==> config.mk <==
export PLATFORM = sky130hd
export DESIGN_NAME = muldiv_unit_flat
export DESIGN_NICKNAME = d
export VERILOG_FILES = /design/src/rtl/muldiv_unit_if.sv /design/src/rtl/muldiv_unit.sv /design/src/flat_wrapper.sv
export SDC_FILE = /design/constraint.sdc
export NUM_CORES = 1
export LEC_CHECK = 0
export CAP_MARGIN = 20
export CORE_ASPECT_RATIO = 0.75
export CORE_MARGIN = 1.5
export CORE_UTILIZATION = 60
export CTS_CLUSTER_DIAMETER = 200
export DETAILED_ROUTE_END_ITERATION = 10
export HOLD_SLACK_MARGIN = 0.15
export PLACE_DENSITY = 0.88
export SLEW_MARGIN = 20
export SYNTH_ARGS = -nofsm -noshare
export SYNTH_HDL_FRONTEND = slang
export SYNTH_SLANG_ARGS = --single-unit
==> constraint.sdc <==
create_clock -name clk -period 11.4 [get_ports clk]
set_input_delay 2.85 -clock clk [delete_from_list [all_inputs] [get_ports clk]]
set_output_delay 2.85 -clock clk [all_outputs]
set_load 0.03 [all_outputs]
==> src/rtl/muldiv_unit_if.sv <==
// Request/write-back bundle between the CPU datapath and the iterative RV32M multiply/divide unit.
interface muldiv_unit_if #(
    parameter int unsigned XLEN = 32
);
    logic            start;
    logic [2:0]      funct3;
    logic [XLEN-1:0] rs1_val;
    logic [XLEN-1:0] rs2_val;
    logic [4:0]      rd_in;
    logic            kill;
    logic            in_ready;
    logic            busy;
    logic            result_valid;
    logic [XLEN-1:0] result;
    logic [4:0]      rd_out;
    logic            rd_write_enable;

    modport master (
        output start, funct3, rs1_val, rs2_val, rd_in, kill,
        input  in_ready, busy, result_valid, result, rd_out, rd_write_enable
    );

    modport slave (
        input  start, funct3, rs1_val, rs2_val, rd_in, kill,
        output in_ready, busy, result_valid, result, rd_out, rd_write_enable
    );
endinterface

==> src/rtl/muldiv_unit.sv <==
// Iterative RV32M multiply/divide unit: shift-add multiply, restoring divide, 33-cycle latency.
// Optional MULDIV_FAST_MUL_EN: multiplies use a single-cycle array product (2-cycle latency).
module muldiv_unit #(
    parameter int unsigned XLEN = 32,
    parameter int unsigned ITER = 32
) (
    input logic          clk,
    input logic          reset,
    muldiv_unit_if.slave bus
);

    typedef enum logic [1:0] {StIdle, StCalc, StDone} state_e;

    localparam int unsigned CntW = $clog2(ITER) + 1;

    state_e          state_q, state_d;
    logic [CntW-1:0] cnt_q;
    logic [2:0]      op_q;
    logic [4:0]      rd_q;
    logic [XLEN-1:0] opnd_q;
    logic [XLEN-1:0] hi_q;
    logic [XLEN-1:0] lo_q;
    logic            neg_q;
    logic            sign_a_q;
    logic            div0_q;

    logic            valid_q;
    logic            we_q;
    logic [XLEN-1:0] result_q;
    logic [4:0]      rd_out_q;

    logic            accept;
    logic            commit;
    logic            calc_last;
    logic            req_div;
    logic            sign_a;
    logic            sign_b;
    logic [XLEN-1:0] a_mag;
    logic [XLEN-1:0] b_mag;

    logic [XLEN:0]   mul_sum;
    logic [XLEN:0]   div_shift;
    logic            div_ge;
    logic [XLEN-1:0] div_sub;
    logic [XLEN-1:0] step_hi;
    logic [XLEN-1:0] step_lo;

    logic [2*XLEN-1:0] prod_s;
    logic [XLEN-1:0]   quo_s;
    logic [XLEN-1:0]   rem_s;
    logic [XLEN-1:0]   final_val;

    // Request decode: which operands are interpreted as signed.
    always_comb begin
        req_div = bus.funct3[2];
        sign_a  = 1'b0;
        sign_b  = 1'b0;
        case (bus.funct3)
            3'b001, 3'b100, 3'b110: begin
                sign_a = bus.rs1_val[XLEN-1];
                sign_b = bus.rs2_val[XLEN-1];
            end
            3'b010:  sign_a = bus.rs1_val[XLEN-1];
            default: ;
        endcase
        a_mag = sign_a ? (~bus.rs1_val + 1'b1) : bus.rs1_val;
        b_mag = sign_b ? (~bus.rs2_val + 1'b1) : bus.rs2_val;
    end

    assign accept = (state_q == StIdle) && bus.start && !bus.kill;
    assign commit = (state_q == StDone) && !bus.kill;

`ifdef MULDIV_FAST_MUL_EN
    logic [2*XLEN-1:0] fast_prod;
    assign fast_prod = {{XLEN{1'b0}}, opnd_q} * {{XLEN{1'b0}}, lo_q};
    assign calc_last = !op_q[2] || (cnt_q == CntW'(ITER - 1));
`else
    assign calc_last = (cnt_q == CntW'(ITER - 1));
`endif

    // One radix-2 step. Multiply: {hi,lo} holds partial product over the multiplier bits.
    // Divide: hi is the partial remainder, lo shifts dividend out and quotient in.
    always_comb begin
        mul_sum   = {1'b0, hi_q} + (lo_q[0] ? {1'b0, opnd_q} : {(XLEN + 1){1'b0}});
        div_shift = {hi_q, lo_q[XLEN-1]};
        div_ge    = div_shift >= {1'b0, opnd_q};
        div_sub   = div_shift[XLEN-1:0] - opnd_q;
        if (op_q[2]) begin
            step_hi = div_ge ? div_sub : div_shift[XLEN-1:0];
            step_lo = {lo_q[XLEN-2:0], div_ge};
        end else begin
            step_hi = mul_sum[XLEN:1];
            step_lo = {mul_sum[0], lo_q[XLEN-1:1]};
        end
`ifdef MULDIV_FAST_MUL_EN
        if (!op_q[2]) begin
            step_hi = fast_prod[2*XLEN-1:XLEN];
            step_lo = fast_prod[XLEN-1:0];
        end
`endif
    end

    // Sign fix-up and result selection from the magnitude datapath.
    always_comb begin
        prod_s = neg_q ? (~{hi_q, lo_q} + 1'b1) : {hi_q, lo_q};
        quo_s  = div0_q ? {XLEN{1'b1}} : (neg_q ? (~lo_q + 1'b1) : lo_q);
        rem_s  = sign_a_q ? (~hi_q + 1'b1) : hi_q;
        case (op_q)
            3'b000:                 final_val = prod_s[XLEN-1:0];
            3'b001, 3'b010, 3'b011: final_val = prod_s[2*XLEN-1:XLEN];
            3'b100, 3'b101:         final_val = quo_s;
            default:                final_val = rem_s;
        endcase
    end

    always_ff @(posedge clk or posedge reset) begin
        if (reset) begin
            state_q <= StIdle;
        end else begin
            state_q <= state_d;
        end
    end

    always_comb begin
        state_d = state_q;
        case (state_q)
            StIdle: if (accept) state_d = StCalc;
            StCalc: begin
                if (bus.kill) begin
                    state_d = StIdle;
                end else if (calc_last) begin
                    state_d = StDone;
                end
            end
            StDone:  state_d = StIdle;
            default: state_d = StIdle;
        endcase
    end

    always_comb begin
        bus.in_ready        = (state_q == StIdle);
        bus.busy            = (state_q == StCalc) || (state_q == StDone);
        bus.result_valid    = valid_q;
        bus.rd_write_enable = we_q;
        bus.result          = result_q;
        bus.rd_out          = rd_out_q;
    end

    always_ff @(posedge clk or posedge reset) begin
        if (reset) begin
            cnt_q    <= '0;
            op_q     <= '0;
            rd_q     <= '0;
            opnd_q   <= '0;
            hi_q     <= '0;
            lo_q     <= '0;
            neg_q    <= 1'b0;
            sign_a_q <= 1'b0;
            div0_q   <= 1'b0;
        end else if (accept) begin
            cnt_q    <= '0;
            op_q     <= bus.funct3;
            rd_q     <= bus.rd_in;
            hi_q     <= '0;
            lo_q     <= req_div ? a_mag : b_mag;
            opnd_q   <= req_div ? b_mag : a_mag;
            neg_q    <= sign_a ^ sign_b;
            sign_a_q <= sign_a;
            div0_q   <= (bus.rs2_val == '0);
        end else if (state_q == StCalc) begin
            cnt_q <= cnt_q + 1'b1;
            hi_q  <= step_hi;
            lo_q  <= step_lo;
        end
    end

    // Write-back is registered out of DONE so a kill in DONE can still suppress it.
    always_ff @(posedge clk or posedge reset) begin
        if (reset) begin
            valid_q  <= 1'b0;
            we_q     <= 1'b0;
            result_q <= '0;
            rd_out_q <= '0;
        end else begin
            valid_q <= commit;
            we_q    <= commit && (rd_q != 5'd0);
            if (commit) begin
                result_q <= final_val;
                rd_out_q <= rd_q;
            end
        end
    end

endmodule

==> src/flat_wrapper.sv <==
// flat-port wrapper written by rule: the top's interface ports become plain ports
module muldiv_unit_flat 
#(
    parameter int unsigned XLEN = 32,
    parameter int unsigned ITER = 32
)
  (clk, reset, bus_start, bus_funct3, bus_rs1_val, bus_rs2_val, bus_rd_in, bus_kill, bus_in_ready, bus_busy, bus_result_valid, bus_result, bus_rd_out, bus_rd_write_enable);
  muldiv_unit_if #(.XLEN(XLEN)) bus_i ();
  input logic clk;
  input logic reset;
  input wire logic [$bits(bus_i.start)-1:0] bus_start;
  input wire logic [$bits(bus_i.funct3)-1:0] bus_funct3;
  input wire logic [$bits(bus_i.rs1_val)-1:0] bus_rs1_val;
  input wire logic [$bits(bus_i.rs2_val)-1:0] bus_rs2_val;
  input wire logic [$bits(bus_i.rd_in)-1:0] bus_rd_in;
  input wire logic [$bits(bus_i.kill)-1:0] bus_kill;
  output wire logic [$bits(bus_i.in_ready)-1:0] bus_in_ready;
  output wire logic [$bits(bus_i.busy)-1:0] bus_busy;
  output wire logic [$bits(bus_i.result_valid)-1:0] bus_result_valid;
  output wire logic [$bits(bus_i.result)-1:0] bus_result;
  output wire logic [$bits(bus_i.rd_out)-1:0] bus_rd_out;
  output wire logic [$bits(bus_i.rd_write_enable)-1:0] bus_rd_write_enable;
  assign bus_i.start = bus_start;
  assign bus_i.funct3 = bus_funct3;
  assign bus_i.rs1_val = bus_rs1_val;
  assign bus_i.rs2_val = bus_rs2_val;
  assign bus_i.rd_in = bus_rd_in;
  assign bus_i.kill = bus_kill;
  assign bus_in_ready = bus_i.in_ready;
  assign bus_busy = bus_i.busy;
  assign bus_result_valid = bus_i.result_valid;
  assign bus_result = bus_i.result;
  assign bus_rd_out = bus_i.rd_out;
  assign bus_rd_write_enable = bus_i.rd_write_enable;
  muldiv_unit #(.XLEN(XLEN), .ITER(ITER)) u_core (.clk(clk), .reset(reset), .bus(bus_i));
endmodule
==> results of run 1 <==
## layer usage
| layer | GRT usage [%] | up-vias | share of wire, % |
|---|---|---|---|
| li1 | - | 7035 | - |
| met1 | 55.84 | 7171 | 42 |
| met2 | 60.49 | 876 | 43 |
| met3 | 9.428 | 148 | 11 |
| met4 | 16.91 | 0 | 4.2 |
| met5 | 0 | - | 0 |
## cell type report
type	count	area [um^2]
multi-input combinational	1608	10130
fill	2009	7543
sequential	154	3856
timing repair buffer	129	1260
clock buffer	17	425.4
tap	331	414.1
inverter	67	256.5
clock inverter	15	151.4
## per-stage QoR
step | hold slack [ns] | setup slack [ns] | total power, mW | cells | cell area (um^2)
final | 0.4782 | 5.454 | 5.393 | 2321 | 16490
after global routing | 0.5024 | 5.167 | 5.729 | 2321 | 16490
after CTS | 0.4805 | 5.525 | 5.281 | 2321 | 16480
after detailed placement | 0.4643 | 5.065 | 4.695 | 2289 | 15900
after global placement | 0.4574 | 5.153 | 4.632 | 2289 | 15900
after floorplan | 0.4498 | 4.400 | 3.609 | 1965 | 14730
## where the power goes
group	switching [mW]	internal (mW)	total (mW)
Sequential	0.489	0.790	1.28
Clock	0.280	0.291	0.571
Combinational	2.18	1.36	3.54
## logic make-up after synthesis
group / Yosys count
mux: 44
simple gates: 652
flops: 154
compound gates: 633
fa+ha+maj: 74
buf+inv: 203
xor+xnor: 205
## state kept, by name, summed over array words and instances, names as in the netlist, 3 cells and up
register and cells:
u_core.hi_q 32, u_core.op_q 3, u_core.rd_q 5, u_core.lo_q 32, u_core.bus.result 32, u_core.cnt_q 6, u_core.opnd_q 32, u_core.bus.rd_out 5
## synthesized netlist by cell type, drive strengths merged, types with 8 or more instances
library cell	n	area share, %
a22oi	17	0.87
xor2	89	5.3
mux2i	44	3.0
o41ai	16	0.95
o221ai	8	0.48
o21ai	238	8.1
o31ai	28	1.5
xnor2	116	6.9
nor3	30	1.0
ha	72	6.1
a21oi	137	4.7
clkbuf	117	3.0
a31oi	12	0.51
nand4	13	0.55
or3	14	0.66
inv	67	1.7
a21o	26	1.3
a221oi	12	0.71
a211oi	17	0.87
nor4	18	0.87
or4	23	1.3
nand2	282	7.2
nand2b	30	1.3
o211ai	77	3.9
nor2	168	4.3
dfrtp	154	26
buf	19	0.59
nand3	28	0.95
## worst reg2reg max path: cells and delay by family (launching register included)
kind / cells / cell delay (ns)
buf+inv: 1 / 0.09
flops: 1 / 0.67
compound gates: 8 / 3.09
simple gates: 2 / 0.31
fa+ha+maj: 2 / 0.75
## final timing paths
path	slack, ns	depth (start not counted)	endpoint	from
worst max-delay path	5.45	11	u_core.lo_q[29]	bus_rs1_val[10]
worst min-delay path	0.48	2	u_core.bus.result[0]	u_core.bus.result[0]
worst max register to register	6.43	13	u_core.hi_q[31]	u_core.hi_q[0]
worst min register to register	0.48	2	u_core.bus.result[0]	u_core.bus.result[0]
max in group asynchronous	6.88	3	u_core.neg_q	reset
min in group asynchronous	2.90	2	u_core.opnd_q[11]	reset
==> results.json, run 1 <==
{
  "status": "finished, final reports clean",
  "power.leakage_nw": 6.759,
  "ys_warn_count": 0,
  "overflow": 0,
  "max_stage_delay_ns": 0.57,
  "synthSimpleGateAreaFrac_pct": 20.56,
  "track_usage_pct": 40.38,
  "rsz0062_at_grt": "no",
  "post_cts_resized": 0,
  "fin_setup_tns_ns": 0,
  "die_area_um2": 25500,
  "start_kind": "primary input",
  "clk_pin_slew_ns": 0.07,
  "synth_edf_count": 0,
  "dr.first_iter.drc_count": 1721,
  "start_util_pct": 61.27,
  "crit_family": "simple AND/OR/NAND/NOR gates",
  "synth_compound_area_share_pct": 26.39,
  "dpl.hpwl_um": 38610,
  "synth_top_family_by_area": "compound AO/OA/AOI/OAI gates",
  "drv_cap": 0,
  "fin_util_pct": 68.61,
  "holdBufCountCts": 0,
  "power_density_nw_per_um2": 327.1,
  "crit_arrival_ns": 6.23,
  "cp_max_fo": 5,
  "crit_path_end_kind": "register",
  "syn_area_um2": 14730,
  "yosys_register_bits": 154,
  "layout-drive-gt1-share_pct": 4.171,
  "ctsHtreeMaxLevel": 4,
  "vias": 15230,
  "fmax_ghz": 0.1682,
  "hold_viol_final": 0,
  "fp.dieH_um": 138.7,
  "path_cells": "clkdlybuf4s50_1 -> or4_1 -> or4_1 -> nor3_1 -> nand2_1 -> nor4_1 -> a21oi_1 -> xnor2_1 -> nand2_1 -> o211ai_1 -> o21ai_0",
  "grt_pass1_wl_um": 79340,
  "numCtsBuffers": 17,
  "clock-sinks": 154,
  "crit_slowest_cell": "or4_1",
  "ys_seq_area_share_pct": 26.17,
  "syn_to_final_growth_pct": 11.98,
  "ys_async_sr_fraction_pct": 100.0,
  "cts_tree": "done",
  "die_x_um": 183.9,
  "syn_inst": 1965,
  "final_cell_mix": "nand2_1 (282), o21ai_0 (231), nor2_1 (167)",
  "ant_nets": 0,
  "yosys_most_used_dff": "dfrtp_1",
  "max-slew-margin-rel_pct": 25.79,
  "final_common_cell": "nand2_1",
  "yosysUniqueCellTypes": 70,
  "gp_congestion": 1.001,
  "cts-root-buf": "clkbuf_16",
  "post_drt_wl_per_cell_um": 22.18,
  "crit_buf_inv": 1,
  "peakVddDrop_v": 0.0002073,
  "finalSetupViolations": 0,
  "rows": 49,
  "post_drt_via_cell_ratio": 6.562,
  "skew_ns": 0.01141,
  "clock_path_buffers": 2,
  "clock_latency_ns": 0.45,
  "drt_first_pass_iters": 7,
  "grt_pass1_vias": 14025,
  "antenna_found_initial": 0,
  "synth_xor_area_share_pct": 12.19,
  "finalMaxSlewViolations": 0,
  "synth.avg_cell_area_um2": 7.494,
  "path_class": "in -> reg",
  "postCtsSetupRepairBufs": 0,
  "grt_max_degree": 130,
  "core-area_um2": 24030,
  "synth_fa_ha_area_share_pct": 6.390,
  "worstMarginPinSlew_ns": 1.113,
  "port_buffers": 116,
  "insertedDiodeCount": 0,
  "wirelength_um": 51480,
  "synth.mux.area_fraction_pct": 2.991,
  "nets": 2127,
  "post-route-period-util_pct": 52.16,
  "fin_crit_ns": 5.947,
  "cp.required_ns": 11.69,
  "hp-class": "reg -> reg",
  "synth_nets": 2115,
  "drc": 0,
  "io-pin-count": 117
}
No activity file was read; power rests on OpenSTA's default activity.
==> run 2: changes to the inputs <==
--- a/config.mk
+++ b/config.mk
@@ -8,11 +8,11 @@
 export CAP_MARGIN = 20
 export CORE_ASPECT_RATIO = 0.75
 export CORE_MARGIN = 1.5
-export CORE_UTILIZATION = 60
+export CORE_UTILIZATION = 55
 export CTS_CLUSTER_DIAMETER = 200
 export DETAILED_ROUTE_END_ITERATION = 10
 export HOLD_SLACK_MARGIN = 0.15
-export PLACE_DENSITY = 0.88
+export PLACE_DENSITY = 0.85
 export SLEW_MARGIN = 20
 export SYNTH_ARGS = -nofsm -noshare
 export SYNTH_HDL_FRONTEND = slang
==> constraint.sdc (replaced) <==
create_clock -name clk -period 4.85 [get_ports clk]
set_input_delay 1.2125 -clock clk [delete_from_list [all_inputs] [get_ports clk]]
set_output_delay 1.2125 -clock clk [all_outputs]
set_load 0.03 [all_outputs]
==> run 2 against run 1 <==
Register-to-register slack worse by 5.7 ns. Routed wire length down 1.6%. Combinational power up 140%. Critical endpoint is now u_core.lo_q[28]. Global-route usage down 3.8 points. Sequential share of layout area down 0.30 points. Clock skew up 0.0034 ns. First-iteration DRC count up 33%. Power up 130%. Flip-flop and latch count unchanged. Via count about the same. Cell area up 1.3%. Largest power group unchanged. Sequential power up 120%.
==> results.json, run 2 (synthesis results as in run 1) <==
{
  "status": "finished, final reports clean",
  "gp_congestion": 1.059,
  "cts-root-buf": "clkbuf_16",
  "syn_to_final_growth_pct": 13.43,
  "holdBufCountCts": 0,
  "hp-class": "reg -> reg",
  "ant_nets": 0,
  "power_density_nw_per_um2": 755.3,
  "insertedDiodeCount": 0,
  "fin_setup_tns_ns": 0,
  "clock_latency_ns": 0.45,
  "cp.required_ns": 5.16,
  "overflow": 0,
  "hold_viol_final": 0,
  "die_x_um": 191.9,
  "cts_tree": "done",
  "grt_max_degree": 93,
  "drv_cap": 0,
  "worstMarginPinSlew_ns": 1.176,
  "crit_buf_inv": 2,
  "io-pin-count": 117,
  "fmax_ghz": 0.2403,
  "vias": 15240,
  "start_kind": "primary input",
  "crit_path_end_kind": "register",
  "ctsHtreeMaxLevel": 4,
  "post_drt_via_cell_ratio": 6.471,
  "numCtsBuffers": 17,
  "post_cts_resized": 0,
  "max-slew-margin-rel_pct": 21.34,
  "clock-sinks": 154,
  "clk_pin_slew_ns": 0.07,
  "grt_pass1_vias": 13908,
  "layout-drive-gt1-share_pct": 5.172,
  "finalSetupViolations": 0,
  "finalMaxSlewViolations": 0,
  "port_buffers": 116,
  "drt_first_pass_iters": 6,
  "cp_max_fo": 4,
  "path_cells": "clkdlybuf4s50_1 -> or4_1 -> or4_1 -> nor3_1 -> buf_4 -> nand2_1 -> or4_1 -> o21ai_0 -> xor2_1 -> nand2_1 -> o211ai_1 -> o21ai_0",
  "core-area_um2": 26160,
  "stdcell_area_um2": 16700,
  "max_stage_delay_ns": 0.61,
  "start_util_pct": 56.28,
  "wirelength_um": 50680,
  "grt_pass1_wl_um": 78250,
  "fp.dieH_um": 144.7,
  "dpl-instance-area_um2": 16100,
  "post_drt_wl_per_cell_um": 21.52,
  "post-route-period-util_pct": 85.79,
  "nets": 2148,
  "crit_arrival_ns": 4.47,
  "path_class": "in -> reg",
  "dr.first_iter.drc_count": 2290,
  "final_common_cell": "nand2_1",
  "track_usage_pct": 36.63,
  "antenna_found_initial": 2,
  "postCtsSetupRepairBufs": 0,
  "power.total_mw": 12.62,
  "clock_path_buffers": 2,
  "fin_crit_ns": 4.161,
  "whs_ns": 0.4730,
  "rows": 51,
  "rsz0062_at_grt": "no",
  "final_cell_mix": "nand2_1 (282), o21ai_0 (231), nor2_1 (167)",
  "drc": 0,
  "peakVddDrop_v": 0.0005212,
  "crit_family": "simple AND/OR/NAND/NOR gates",
  "skew_ns": 0.01483,
  "power.leakage_nw": 6.877,
  "dpl.hpwl_um": 38160,
  "crit_top_cell": "or4_1",
  "die_area_um2": 27770,
  "crit_slowest_cell": "or4_1"
}
run 2: cell type report:
class,count,area (um^2)
Tap cell,344,430.4
Inverter,67,255.2
Clock buffer,17,425.4
Clock inverter,15,157.7
Sequential cell,154,3856
Fill cell,2297,9459
Multi-Input combinational cell,1608,10130
Timing Repair Buffer,150,1451
run 2: worst reg2reg max path, stage by stage, from the launching register on:
cell and delay [ns]:
dfrtp_1 0.47, and2_1 0.17, ha_1 0.20, inv_1 0.07, fa_1 0.37, nand2b_1 0.25, a21oi_1 0.29, o21ai_0 0.20
o31ai_1 0.45, o21ai_0 0.30, o41ai_1 0.43, buf_4 0.19, a31oi_1 0.12, o21ai_0 0.30, o2111ai_1 0.16, nand2_1 0.08
run 2: worst paths after layout:
check,start,end,slack (ns),depth (start not counted)
min in group asynchronous,reset,u_core.bus.result[21],1.11,2
worst max-delay path,bus_rs1_val[12],u_core.lo_q[28],0.69,12
worst min-delay path,u_core.bus.result[0],u_core.bus.result[0],0.47,2
worst max register to register,u_core.lo_q[0],u_core.hi_q[31],0.74,15
worst min register to register,u_core.bus.result[0],u_core.bus.result[0],0.47,2
max in group asynchronous,reset,u_core.neg_q,2.74,3
run 2: per-layer routing:
layer | part of all wire [%] | GRT usage [%]
met5 | 0.057 | 0
met4 | 4.0 | 14.47
met3 | 12 | 8.657
met2 | 41 | 52.21
met1 | 43 | 53.01
run 2: report_power, final:
part           internal [mW]  switching [mW]  total (mW)  leakage (nW)
clock network          0.727           0.644        1.37         0.283
logic                   3.27            5.11        8.38          4.69
registers               1.86            1.00        2.86          1.91
total                   5.86            6.76        12.6          6.88
run 2: per-stage QoR:
stage               instances  setup slack (ns)  util (%)
floorplan                1965             1.019         -
global route             2355            0.5322     63.85
detailed placement       2322            0.2715     61.53
finish                   2355            0.6894     63.85
global placement         2322            0.3451     61.52
CTS                      2354            0.7273     63.76
==> run 3: changes to the inputs <==
--- a/config.mk
+++ b/config.mk
@@ -11,6 +11,7 @@
 export CORE_UTILIZATION = 55
 export CTS_CLUSTER_DIAMETER = 200
 export DETAILED_ROUTE_END_ITERATION = 10
+export GPL_TIMING_DRIVEN = 0
 export HOLD_SLACK_MARGIN = 0.15
 export PLACE_DENSITY = 0.85
 export SLEW_MARGIN = 20
==> run 3 against run 2 <==
First-iteration DRC count up 12%. Register-to-register slack got worse by 0.34 ns. Critical path depth is 1 lower. Sequential share of layout area decreased by 0.50 points. Largest cell class unchanged.
==> results.json, run 3 (synthesis results as in run 1) <==
{
  "status": "finished, final reports clean",
  "ant_nets": 0,
  "cp.required_ns": 5.15,
  "clock-sinks": 154,
  "hold_viol_final": 0,
  "cp_max_fo": 5,
  "finalSetupViolations": 0,
  "path_cells": "clkdlybuf4s50_1 -> or4_1 -> or4_1 -> nor3_1 -> nand2_1 -> nor4_1 -> a21oi_1 -> xnor2_1 -> nor2_1 -> a21oi_1 -> o21ai_0",
  "max-slew-margin-rel_pct": 28.88,
  "gp_congestion": 1.087,
  "crit_arrival_ns": 4.79,
  "drt_first_pass_iters": 9,
  "rows": 51,
  "clk_pin_slew_ns": 0.07,
  "power.leakage_nw": 6.951,
  "syn_to_final_growth_pct": 15.86,
  "post-route-period-util_pct": 92.51,
  "ff2ff_setup_slack_ns": 0.40,
  "io-pin-count": 117,
  "finalMaxSlewViolations": 0,
  "crit_buf_inv": 1,
  "dr.first_iter.drc_count": 2576,
  "max_stage_delay_ns": 0.59,
  "post_drt_wl_per_cell_um": 23.05,
  "grt_max_degree": 36,
  "cts-root-buf": "clkbuf_16",
  "drv_cap": 0,
  "final_common_cell": "nand2_1",
  "core-area_um2": 26160,
  "hp-class": "reg -> reg",
  "holdBufCountCts": 0,
  "layout-drive-gt1-share_pct": 3.491,
  "ctsHtreeMaxLevel": 4,
  "path_class": "in -> reg",
  "fill_cells": 2333,
  "rsz0062_at_grt": "no",
  "port_buffers": 116,
  "skew_ns": 0.01470,
  "die_area_um2": 27770,
  "worstMarginPinSlew_ns": 1.063,
  "insertedDiodeCount": 0,
  "antenna_found_initial": 2,
  "fin_util_pct": 65.21,
  "overflow": 0,
  "crit_family": "simple AND/OR/NAND/NOR gates",
  "clock_latency_ns": 0.46,
  "post_drt_via_cell_ratio": 6.666,
  "numCtsBuffers": 17,
  "start_util_pct": 56.28,
  "nets": 2257,
  "crit_path_end_kind": "register",
  "cp_num_cells": 11,
  "fmax_ghz": 0.2229,
  "crit_slowest_cell": "nor4_1",
  "grt_pass1_wl_um": 84900,
  "fp.dieH_um": 144.7,
  "fin_crit_ns": 4.487,
  "clock_path_buffers": 2,
  "r2r_cells": 14,
  "dpl.hpwl_um": 44430,
  "hold_path_depth": 2,
  "vias": 16424,
  "cts_tree": "done",
  "start_kind": "primary input",
  "track_usage_pct": 40.65,
  "peakVddDrop_v": 0.0003876,
  "drc": 0,
  "wirelength_um": 56800,
  "fin_setup_tns_ns": 0,
  "power_density_nw_per_um2": 768.3,
  "final_cell_mix": "nand2_1 (282), o21ai_0 (231), nor2_1 (168)",
  "die_x_um": 191.9,
  "grt_pass1_vias": 14719
}
[run 3: metrics by stage]
stage          hold slack (ns)  power (mW)  std cells  setup WS (ns)  instance area [um^2]
2_1_floorplan           0.4498       8.483       1965          1.019                 14730
3_3_place_gp            0.4602       10.99       2425        0.07377                 16320
3_5_place_dp            0.4675       11.21       2430        0.03520                 16430
4_1_cts                 0.4845       12.65       2462        0.01134                 17040
5_1_grt                 0.5029       13.79       2464         0.1194                 17060
6_report                0.4838       13.11       2464         0.3631                 17060
[run 3: power breakdown]
group	total (mW)	leakage (nW)	internal [mW]	switching, mW
clock	1.41	0.295	0.758	0.655
sequential	2.49	1.91	1.87	0.622
combinational	9.20	4.75	3.30	5.91
total	13.1	6.95	5.92	7.18
[run 3: cell type report]
class	count	area, um^2	area share (%)
Multi-Input combinational cell	1608	10100	59.19
Sequential cell	154	3854	22.59
Timing Repair Buffer	123	1284	7.525
Buffer	136	529.3	3.102
Clock buffer	19	452.9	2.655
Tap cell	344	430.4	2.523
Inverter	67	255.2	1.496
Clock inverter	13	156.4	0.9168
[run 3: worst paths after layout]
| check | startpoint | endpoint |
|---|---|---|
| max | bus_rs1_val[10] | u_core.opnd_q[29] |
| min | u_core.bus.rd_out[2] | u_core.bus.rd_out[2] |
| max reg2reg | u_core.lo_q[0] | u_core.hi_q[29] |
| min reg2reg | u_core.bus.rd_out[2] | u_core.bus.rd_out[2] |
| max in group asynchronous | reset | u_core.opnd_q[15] |
| min in group asynchronous | reset | u_core.bus.result[12] |
[run 3: worst register-to-register path: stages (launching register included)]
cell and delay [ns]:
dfrtp_1 0.46, inv_1 0.31, clkbuf_1 0.43, nor2_1 0.11, ha_1 0.42, o211ai_1 0.12
a21oi_1 0.39, o21ai_0 0.23, o31ai_1 0.47, o21ai_0 0.35, o41ai_2 0.29, buf_4 0.19
a31oi_1 0.13, xnor2_1 0.15, a221o_1 0.32
[run 3: layer usage]
| metal | vias up | GRT usage [%] | part of all wire, % |
|---|---|---|---|
| li1 | 7309 | - | - |
| met3 | 211 | 13.60 | 15 |
| met2 | 1222 | 56.68 | 40 |
| met1 | 7680 | 56.42 | 41 |
| met4 | 2 | 18.50 | 4.7 |
| met5 | - | 0 | 0.016 |
[run 3: timing repair]
action | in CTS | in global routing
gates resized for setup | 0 | 1
setup endpoints to repair | 0 | 3
setup buffers | 0 | 2
